==> src/rtl/demux1x2_pipe_if.sv <==
// Handshake bundle for the 1:2 pipelined demux: one tagged input stream, two output streams.
// Latency: n/a (wires only).
// Backpressure: in_ready, a_ready and b_ready carry stall information against the data direction.
// Ports: in_data/in_sel/in_valid/in_ready (source side), a_*/b_* (destination sides).
interface demux1x2_pipe_if #(
    parameter int WIDTH = 4
);
    logic [WIDTH-1:0] in_data;
    logic             in_sel;
    logic             in_valid;
    logic             in_ready;
    logic [WIDTH-1:0] a_data;
    logic             a_valid;
    logic             a_ready;
    logic [WIDTH-1:0] b_data;
    logic             b_valid;
    logic             b_ready;

    // Environment side: drives the input stream and the destination readies.
    modport master (
        output in_data, in_sel, in_valid, a_ready, b_ready,
        input  in_ready, a_data, a_valid, b_data, b_valid
    );

    // Demux side.
    modport slave (
        input  in_data, in_sel, in_valid, a_ready, b_ready,
        output in_ready, a_data, a_valid, b_data, b_valid
    );
endinterface

==> src/rtl/demux1x2_pipe.sv <==
// Pipelined 1:2 demux steering each tagged word to output A (sel=0) or B (sel=1).
// Latency: 2 edges with no stall (stage-1 register, then output register).
// Backpressure: a stalled destination holds its output and blocks stage 1, hence all input.
// Ports: clk, rst_n (async active-low), bus (slave modport: in_*, a_*, b_* handshakes).
module demux1x2_pipe #(
    parameter int WIDTH = 4
) (
    input  logic              clk,
    input  logic              rst_n,
    demux1x2_pipe_if.slave    bus
);

    logic             s1_valid_q, s1_valid_d;
    logic [WIDTH-1:0] s1_data_q,  s1_data_d;
    logic             s1_sel_q,   s1_sel_d;
    logic             a_valid_q,  a_valid_d;
    logic [WIDTH-1:0] a_data_q,   a_data_d;
    logic             b_valid_q,  b_valid_d;
    logic [WIDTH-1:0] b_data_q,   b_data_d;

    logic can_load_a;
    logic can_load_b;
    logic s1_go;
    logic in_ready;
    logic in_fire;

    always_comb begin
        // An output register may take a new word when empty or being emptied this edge.
        can_load_a = !a_valid_q || bus.a_ready;
        can_load_b = !b_valid_q || bus.b_ready;
        s1_go      = s1_valid_q && (s1_sel_q ? can_load_b : can_load_a);
        // Depends only on registered state and the destination readies, never on in_valid.
        in_ready   = !s1_valid_q || s1_go;
        in_fire    = bus.in_valid && in_ready;

        s1_valid_d = s1_valid_q;
        s1_data_d  = s1_data_q;
        s1_sel_d   = s1_sel_q;
        a_valid_d  = a_valid_q;
        a_data_d   = a_data_q;
        b_valid_d  = b_valid_q;
        b_data_d   = b_data_q;

        // Load takes priority over drain so stage 1 can drain and refill on the same edge.
        if (in_fire) begin
            s1_valid_d = 1'b1;
            s1_data_d  = bus.in_data;
            s1_sel_d   = bus.in_sel;
        end else if (s1_go) begin
            s1_valid_d = 1'b0;
        end

        if (s1_go && !s1_sel_q) begin
            a_valid_d = 1'b1;
            a_data_d  = s1_data_q;
        end else if (bus.a_ready) begin
            a_valid_d = 1'b0;
        end

        if (s1_go && s1_sel_q) begin
            b_valid_d = 1'b1;
            b_data_d  = s1_data_q;
        end else if (bus.b_ready) begin
            b_valid_d = 1'b0;
        end
    end

    always_ff @(posedge clk or negedge rst_n) begin
        if (!rst_n) begin
            s1_valid_q <= 1'b0;
            s1_data_q  <= '0;
            s1_sel_q   <= 1'b0;
            a_valid_q  <= 1'b0;
            a_data_q   <= '0;
            b_valid_q  <= 1'b0;
            b_data_q   <= '0;
        end else begin
            s1_valid_q <= s1_valid_d;
            s1_data_q  <= s1_data_d;
            s1_sel_q   <= s1_sel_d;
            a_valid_q  <= a_valid_d;
            a_data_q   <= a_data_d;
            b_valid_q  <= b_valid_d;
            b_data_q   <= b_data_d;
        end
    end

    assign bus.in_ready = in_ready;
    assign bus.a_valid  = a_valid_q;
    assign bus.a_data   = a_data_q;
    assign bus.b_valid  = b_valid_q;
    assign bus.b_data   = b_data_q;

endmodule
==> src/flat_wrapper.sv <==
// flat-port wrapper written by rule: the top's interface ports become plain ports
module demux1x2_pipe_flat 
#(
    parameter int WIDTH = 4
)
  (clk, rst_n, bus_in_data, bus_in_sel, bus_in_valid, bus_a_ready, bus_b_ready, bus_in_ready, bus_a_data, bus_a_valid, bus_b_data, bus_b_valid);
  demux1x2_pipe_if #(.WIDTH(WIDTH)) bus_i ();
  input  logic clk;
  input  logic rst_n;
  input wire logic [$bits(bus_i.in_data)-1:0] bus_in_data;
  input wire logic [$bits(bus_i.in_sel)-1:0] bus_in_sel;
  input wire logic [$bits(bus_i.in_valid)-1:0] bus_in_valid;
  input wire logic [$bits(bus_i.a_ready)-1:0] bus_a_ready;
  input wire logic [$bits(bus_i.b_ready)-1:0] bus_b_ready;
  output wire logic [$bits(bus_i.in_ready)-1:0] bus_in_ready;
  output wire logic [$bits(bus_i.a_data)-1:0] bus_a_data;
  output wire logic [$bits(bus_i.a_valid)-1:0] bus_a_valid;
  output wire logic [$bits(bus_i.b_data)-1:0] bus_b_data;
  output wire logic [$bits(bus_i.b_valid)-1:0] bus_b_valid;
  assign bus_i.in_data = bus_in_data;
  assign bus_i.in_sel = bus_in_sel;
  assign bus_i.in_valid = bus_in_valid;
  assign bus_i.a_ready = bus_a_ready;
  assign bus_i.b_ready = bus_b_ready;
  assign bus_in_ready = bus_i.in_ready;
  assign bus_a_data = bus_i.a_data;
  assign bus_a_valid = bus_i.a_valid;
  assign bus_b_data = bus_i.b_data;
  assign bus_b_valid = bus_i.b_valid;
  demux1x2_pipe #(.WIDTH(WIDTH)) u_core (.clk(clk), .rst_n(rst_n), .bus(bus_i));
endmodule
==> config.mk <==
export PLATFORM = sky130hd
export DESIGN_NAME = demux1x2_pipe_flat
export DESIGN_NICKNAME = d
export VERILOG_FILES = /design/src/rtl/demux1x2_pipe_if.sv /design/src/rtl/demux1x2_pipe.sv /design/src/flat_wrapper.sv
export SDC_FILE = /design/constraint.sdc
export NUM_CORES = 1
export LEC_CHECK = 0
export BUFFER_PORTS_ARGS = -buffer_cell sky130_fd_sc_hd__buf_4
export CAP_MARGIN = 20
export CORE_MARGIN = 2
export CORE_UTILIZATION = 45
export CTS_BUF_LIST = sky130_fd_sc_hd__clkbuf_4
export CTS_CLUSTER_SIZE = 24
export DETAILED_ROUTE_END_ITERATION = 16
export GPL_TIMING_DRIVEN = 0
export MAX_ROUTING_LAYER = met4
export PLACE_DENSITY = 0.75
export SYNTH_ARGS = -nofsm -noshare
export SYNTH_HDL_FRONTEND = slang
export SYNTH_SLANG_ARGS = --single-unit
export TNS_END_PERCENT = 30
==> constraint.sdc <==
create_clock -name clk -period 1.1 [get_ports clk]
set_input_delay 0.11 -clock clk [delete_from_list [all_inputs] [get_ports clk]]
set_output_delay 0.11 -clock clk [all_outputs]
set_load 0.05 [all_outputs]
==> results.json, run 1 <==
{
  "asyncSetResetFlopFracSynth": 1.00,
  "final_design_area_no_fill_um2": 951,
  "worst_setup_path_start_kind": "flip-flop",
  "tritoncts": "built",
  "dp_area_um2": 838,
  "hold_path_class": "in2reg",
  "violations": "setup timing",
  "routed-via-count": 424,
  "tightestPinTransition_ps": 361,
  "htree_depth": 1,
  "rd_place_congestion": 0.655,
  "postSynth.topFlopCell": "sky130_fd_sc_hd__dfrtp_1",
  "synth_area_um2": 658,
  "dieWidth_um": 42.2,
  "grt_overflow": 0,
  "timing.fmax_mhz": 723,
  "insertion_delay_ps": 300,
  "number_of_antenna_violations_at_the_first_check_in_global_routing": 0,
  "clkSlewWorstSetupHoldPaths_ps": 100,
  "floorplan.core_area_mm2": 0.00133,
  "status": "finished, violations left",
  "synthesis.yosys.warnings": 0,
  "endpoint_kind": "flip-flop",
  "synthesized_flop_and_latch_total": 16,
  "rsz0062_at_grt": "true",
  "ant_nets": 0,
  "grt_max_degree": 17,
  "netlist_instances": 40,
  "timing.final.max_slew_violations": 0,
  "clk_path_buf_depth": 2,
  "floorplan.rows": 13,
  "timing.final.crit_share": 1.26,
  "hold_violations": 0,
  "cts.sink_count": 16,
  "post_synth_most_frequent_cells": "16 x sky130_fd_sc_hd__dfrtp_1, 12 x sky130_fd_sc_hd__mux2_2, 3 x sky130_fd_sc_hd__nand2b_4, 2 x sky130_fd_sc_hd__nand2_1, 2 x sky130_fd_sc_hd__nand2b_1",
  "numPortBuffers": 20,
  "cp_max_fo": 5,
  "synth_area_leaders": "sky130_fd_sc_hd__dfrtp_1 61%, sky130_fd_sc_hd__mux2_2 21%, sky130_fd_sc_hd__nand2b_4 6.3%",
  "slew_headroom": 0.760,
  "cap_viol_max_count": 0,
  "finalWorstSetupSlack_ps": -284,
  "power_density_mw_per_mm2": 2700,
  "timing.final.crit_period_ps": 1380,
  "route.detailed.vias_per_inst": 5.11,
  "setup-violations-final": 14,
  "cts_made_buffers": 3,
  "clock_skew_ps": 14.9,
  "dieArea_mm2": 0.00178,
  "dieHeight_um": 42.2,
  "drt_iter0_markers": 1,
  "fillerInstances": 93,
  "grt_first_pass_wirelength_um": 1940,
  "drt_pass1_iterations": 2,
  "crit_type": "reg2reg",
  "wl_um": 1230,
  "area_delta_synth_final_pct": 44.5,
  "avgSynthCellArea_um2": 16.5,
  "setup_total_negative_slack_ps": -2690,
  "synthDominantCellAreaShare": 0.608,
  "worst_hold_slack_ps": 39.5,
  "first_global_vias": 450,
  "drc": 0,
  "clockRootBuffer": "sky130_fd_sc_hd__clkbuf_4",
  "ff_latch_area_um2": 403,
  "critPathRequiredTime_ps": 1280,
  "multiInputGateArea_um2": 309,
  "detail_route.wl_per_cell_um": 14.8,
  "yosysMostFrequentCell": "sky130_fd_sc_hd__dfrtp_1",
  "grt_usage": 0.156,
  "antennaDiodeCount": 0,
  "design.portCount": 21,
  "number_of_enable_type_register_cells_in_the_synthesized_netlist": 0,
  "synth_nets": 50,
  "power.ir.vdd_worst_uv": 1470,
  "netlist-cell-type-count": 10,
  "drive_above_1_share": 0.735,
  "synth_top_cell_by_area": "sky130_fd_sc_hd__dfrtp_1",
  "cp.arrival_ps": 1560,
  "synth-seq-area-share": 0.608,
  "layout.nets": 79,
  "initial_core_utilization": 0.493,
  "cellLeakagePower_nw": 0.471
}
==> power by group <==
part / internal [W] / switching, W
Sequential: 0.000784 / 0.000119
Clock: 0.000166 / 0.000187
Combinational: 0.000508 / 0.000800
==> registers in the layout, summed over array words and instances, names as in the netlist <==
signal,cells
u_core.bus.a_data,4
u_core.bus.a_valid,1
u_core.bus.b_data,4
u_core.bus.b_valid,1
u_core.s1_data_q,4
u_core.s1_sel_q,1
u_core.s1_valid_q,1
==> timing repair <==
action,4_1_cts,5_1_grt
setup endpoints to repair,14,14
gates resized for setup,6,6
pin swaps,1,1
hold buffers,1,0
endpoints found under the hold margin,16,0
setup buffers,0,3
==> stage by stage <==
stage,total power [W],cells,utilization,setup slack (ps)
2_1_floorplan,0.00175,40,-,-244
3_3_place_gp,0.00210,75,0.629,-236
3_5_place_dp,0.00211,75,0.629,-249
4_1_cts,0.00250,80,0.676,-262
5_1_grt,0.00269,83,0.713,-323
6_report,0.00256,83,0.713,-284
==> placed cells by master (no fill, tap or decap), drive strengths merged <==
cell type / netlist / final
buf: 0 / 23
o22a: 1 / 1
nand2b: 5 / 5
nand2: 3 / 3
dfrtp: 16 / 16
mux2: 13 / 13
nor2b: 1 / 1
o221ai: 1 / 1
clkbuf: 0 / 4
dlygate4sd3: 0 / 1
==> metal layers <==
layer / vias to the layer above / global-route usage / part of all wire
met3: 3 / 0.0690 / 0.089
li1: 199 / - / -
met5: - / - / 0
met1: 206 / 0.172 / 0.40
met4: 0 / 0.0750 / 0.016
met2: 16 / 0.240 / 0.50
==> area by class of cell <==
type	instances	area share
sequential	16	0.424
multi-input combinational	24	0.325
timing repair buffer	24	0.200
clock buffer	4	0.0316
tap	15	0.0197
==> worst max-delay path: stages, from the launching register on <==
cell and delay, ps:
sky130_fd_sc_hd__dfrtp_1 410, sky130_fd_sc_hd__nand2b_4 180, sky130_fd_sc_hd__o221ai_4 350, sky130_fd_sc_hd__mux2_4 340
==> final timing paths <==
kind | start | endpoint | slack, ps | depth (start not counted)
max | u_core.s1_sel_q | u_core.s1_sel_q | -280 | 3
min | bus_in_data[2] | u_core.s1_data_q[2] | 40 | 2
max reg2reg | u_core.s1_sel_q | u_core.s1_sel_q | -280 | 3
min reg2reg | u_core.bus.b_data[3] | u_core.bus.b_data[3] | 510 | 1
max in group asynchronous | rst_n | u_core.bus.b_data[3] | 720 | 2
min in group asynchronous | rst_n | u_core.bus.b_valid | 190 | 2
==> cell families after synthesis <==
| kind of cell | share of synthesized area |
|---|---|
| flops | 0.608 |
| mux | 0.222 |
| simple gates | 0.116 |
| compound gates | 0.0532 |
Note: power is estimated with default switching activity, not from simulation.
==> run 2: changes to the inputs <==
--- a/config.mk
+++ b/config.mk
@@ -7,14 +7,15 @@
 export LEC_CHECK = 0
 export BUFFER_PORTS_ARGS = -buffer_cell sky130_fd_sc_hd__buf_4
 export CAP_MARGIN = 20
-export CORE_MARGIN = 2
-export CORE_UTILIZATION = 45
+export CORE_ASPECT_RATIO = 1.2
+export CORE_MARGIN = 4
+export CORE_UTILIZATION = 25
 export CTS_BUF_LIST = sky130_fd_sc_hd__clkbuf_4
 export CTS_CLUSTER_SIZE = 24
 export DETAILED_ROUTE_END_ITERATION = 16
 export GPL_TIMING_DRIVEN = 0
 export MAX_ROUTING_LAYER = met4
-export PLACE_DENSITY = 0.75
+export SETUP_SLACK_MARGIN = 0.05
 export SYNTH_ARGS = -nofsm -noshare
 export SYNTH_HDL_FRONTEND = slang
 export SYNTH_SLANG_ARGS = --single-unit
==> results.json, run 2 (synthesis gave the netlist of run 1 again) <==
{
  "clockRootBuffer": "sky130_fd_sc_hd__clkbuf_4",
  "power_w": 0.00250,
  "setup-violations-final": 14,
  "worst_setup_path_start_kind": "flip-flop",
  "drc": 0,
  "top_layer_used": "met4",
  "cts_made_buffers": 3,
  "power.ir.vdd_worst_uv": 1040,
  "hold_path_class": "in2reg",
  "cap_viol_max_count": 0,
  "floorplan.rows": 20,
  "clk_path_buf_depth": 2,
  "critPathRequiredTime_ps": 1280,
  "finalWorstSetupSlack_ps": -263,
  "layout.cells.most_common": "sky130_fd_sc_hd__buf_4",
  "status": "finished, violations left",
  "layout.nets": 78,
  "numPortBuffers": 20,
  "layout.cells.most_common_list": "20 x sky130_fd_sc_hd__buf_4, 14 x sky130_fd_sc_hd__dfrtp_1, 7 x sky130_fd_sc_hd__mux2_2",
  "number_of_antenna_violations_at_the_first_check_in_global_routing": 0,
  "tightestPinTransition_ps": 336,
  "design.portCount": 21,
  "cp_max_fo": 5,
  "routed-via-count": 424,
  "endpoint_kind": "flip-flop",
  "drive_above_1_share": 0.701,
  "crit_type": "reg2reg",
  "initial_core_utilization": 0.260,
  "grt_first_pass_wirelength_um": 1990,
  "first_global_vias": 460,
  "cp.arrival_ps": 1540,
  "grt_usage": 0.0836,
  "grt_max_degree": 17,
  "wl_met1_um": 529,
  "power_density_mw_per_mm2": 2620,
  "dp_area_um2": 861,
  "hold_violations": 0,
  "final_core_util": 0.378,
  "rd_place_congestion": 0.639,
  "drt_iter0_markers": 0,
  "route.met3.wl_um": 113,
  "dieArea_mm2": 0.00352,
  "antennaDiodeCount": 0,
  "met2_wirelength_um": 619,
  "rsz0062_at_grt": "true",
  "timing.fmax_mhz": 734,
  "cts.sink_count": 16,
  "setup_total_negative_slack_ps": -2440,
  "drt_pass1_iterations": 1,
  "cellLeakagePower_nw": 0.452,
  "wl_um": 1290,
  "tritoncts": "built",
  "detail_route.wl_per_cell_um": 12.9,
  "fillerInstances": 254,
  "htree_depth": 1,
  "route.detailed.vias_per_inst": 4.24,
  "timing.final.crit_share": 1.24,
  "final_design_area_no_fill_um2": 955,
  "dieHeight_um": 64.2,
  "floorplan.core_area_mm2": 0.00253,
  "ant_nets": 0,
  "clkSlewWorstSetupHoldPaths_ps": 90,
  "insertion_delay_ps": 280,
  "dieWidth_um": 54.8,
  "slew_headroom": 0.776,
  "timing.final.crit_period_ps": 1360,
  "grt_overflow": 0,
  "area_delta_synth_final_pct": 45.1,
  "timing.final.max_slew_violations": 0,
  "violations": "setup timing",
  "clock_skew_ps": 4.35
}
## run 2: cell type report
class | instances | area, µm² | share of cell area
flip-flops and latches | 16 | 403 | 0.422
multi-input cells | 24 | 298 | 0.312
clock buffers | 3 | 22.5 | 0.0236
clock inverters | 1 | 3.75 | 0.00393
repair buffers | 23 | 186 | 0.195
well taps | 33 | 41.3 | 0.0433
## run 2: repair_timing
item	CTS	global route
setup endpoints to repair	14	15
setup buffers	2	0
gates resized for setup	7	3
endpoints found under the hold margin	16	0
hold buffers	1	0
pin swaps	2	0
## run 2: worst paths after layout
path | startpoint | endpoint | slack (ps) | cells after the start
min reg2reg | u_core.bus.a_data[2] | u_core.bus.a_data[2] | 520 | 1
min | bus_in_data[2] | u_core.s1_data_q[2] | 40 | 2
max | u_core.s1_sel_q | u_core.s1_data_q[3] | -260 | 3
min in group asynchronous | rst_n | u_core.bus.a_valid | 220 | 2
max in group asynchronous | rst_n | u_core.bus.b_valid | 680 | 2
max reg2reg | u_core.s1_sel_q | u_core.s1_data_q[3] | -260 | 3
## run 2: metal layers
metal  up-vias  GRT usage
met3         4     0.0303
met2        17      0.124
met1       207     0.0899
met5         -          -
li1        196          -
met4         0     0.0561
## run 2: worst max-delay path: stages (launching register included)
cell and delay (ps):
sky130_fd_sc_hd__dfrtp_1 410, sky130_fd_sc_hd__nand2b_4 170, sky130_fd_sc_hd__o221ai_4 300, sky130_fd_sc_hd__mux2_2 370
## run 2: where the power goes
| group | total [W] | internal [W] | switching (W) |
|---|---|---|---|
| Sequential | 0.000909 | 0.000784 | 0.000124 |
| Clock | 0.000309 | 0.000132 | 0.000177 |
| Combinational | 0.00129 | 0.000487 | 0.000799 |
## run 2: stage by stage
| stage | cells | setup WS [ps] | hold slack, ps |
|---|---|---|---|
| 2_1_floorplan | 40 | -244 | -186 |
| 3_3_place_gp | 93 | -250 | -21.8 |
| 3_5_place_dp | 93 | -266 | -18.5 |
| 4_1_cts | 100 | -265 | 27.4 |
| 5_1_grt | 100 | -329 | 33.2 |
| 6_report | 100 | -263 | 35.6 |
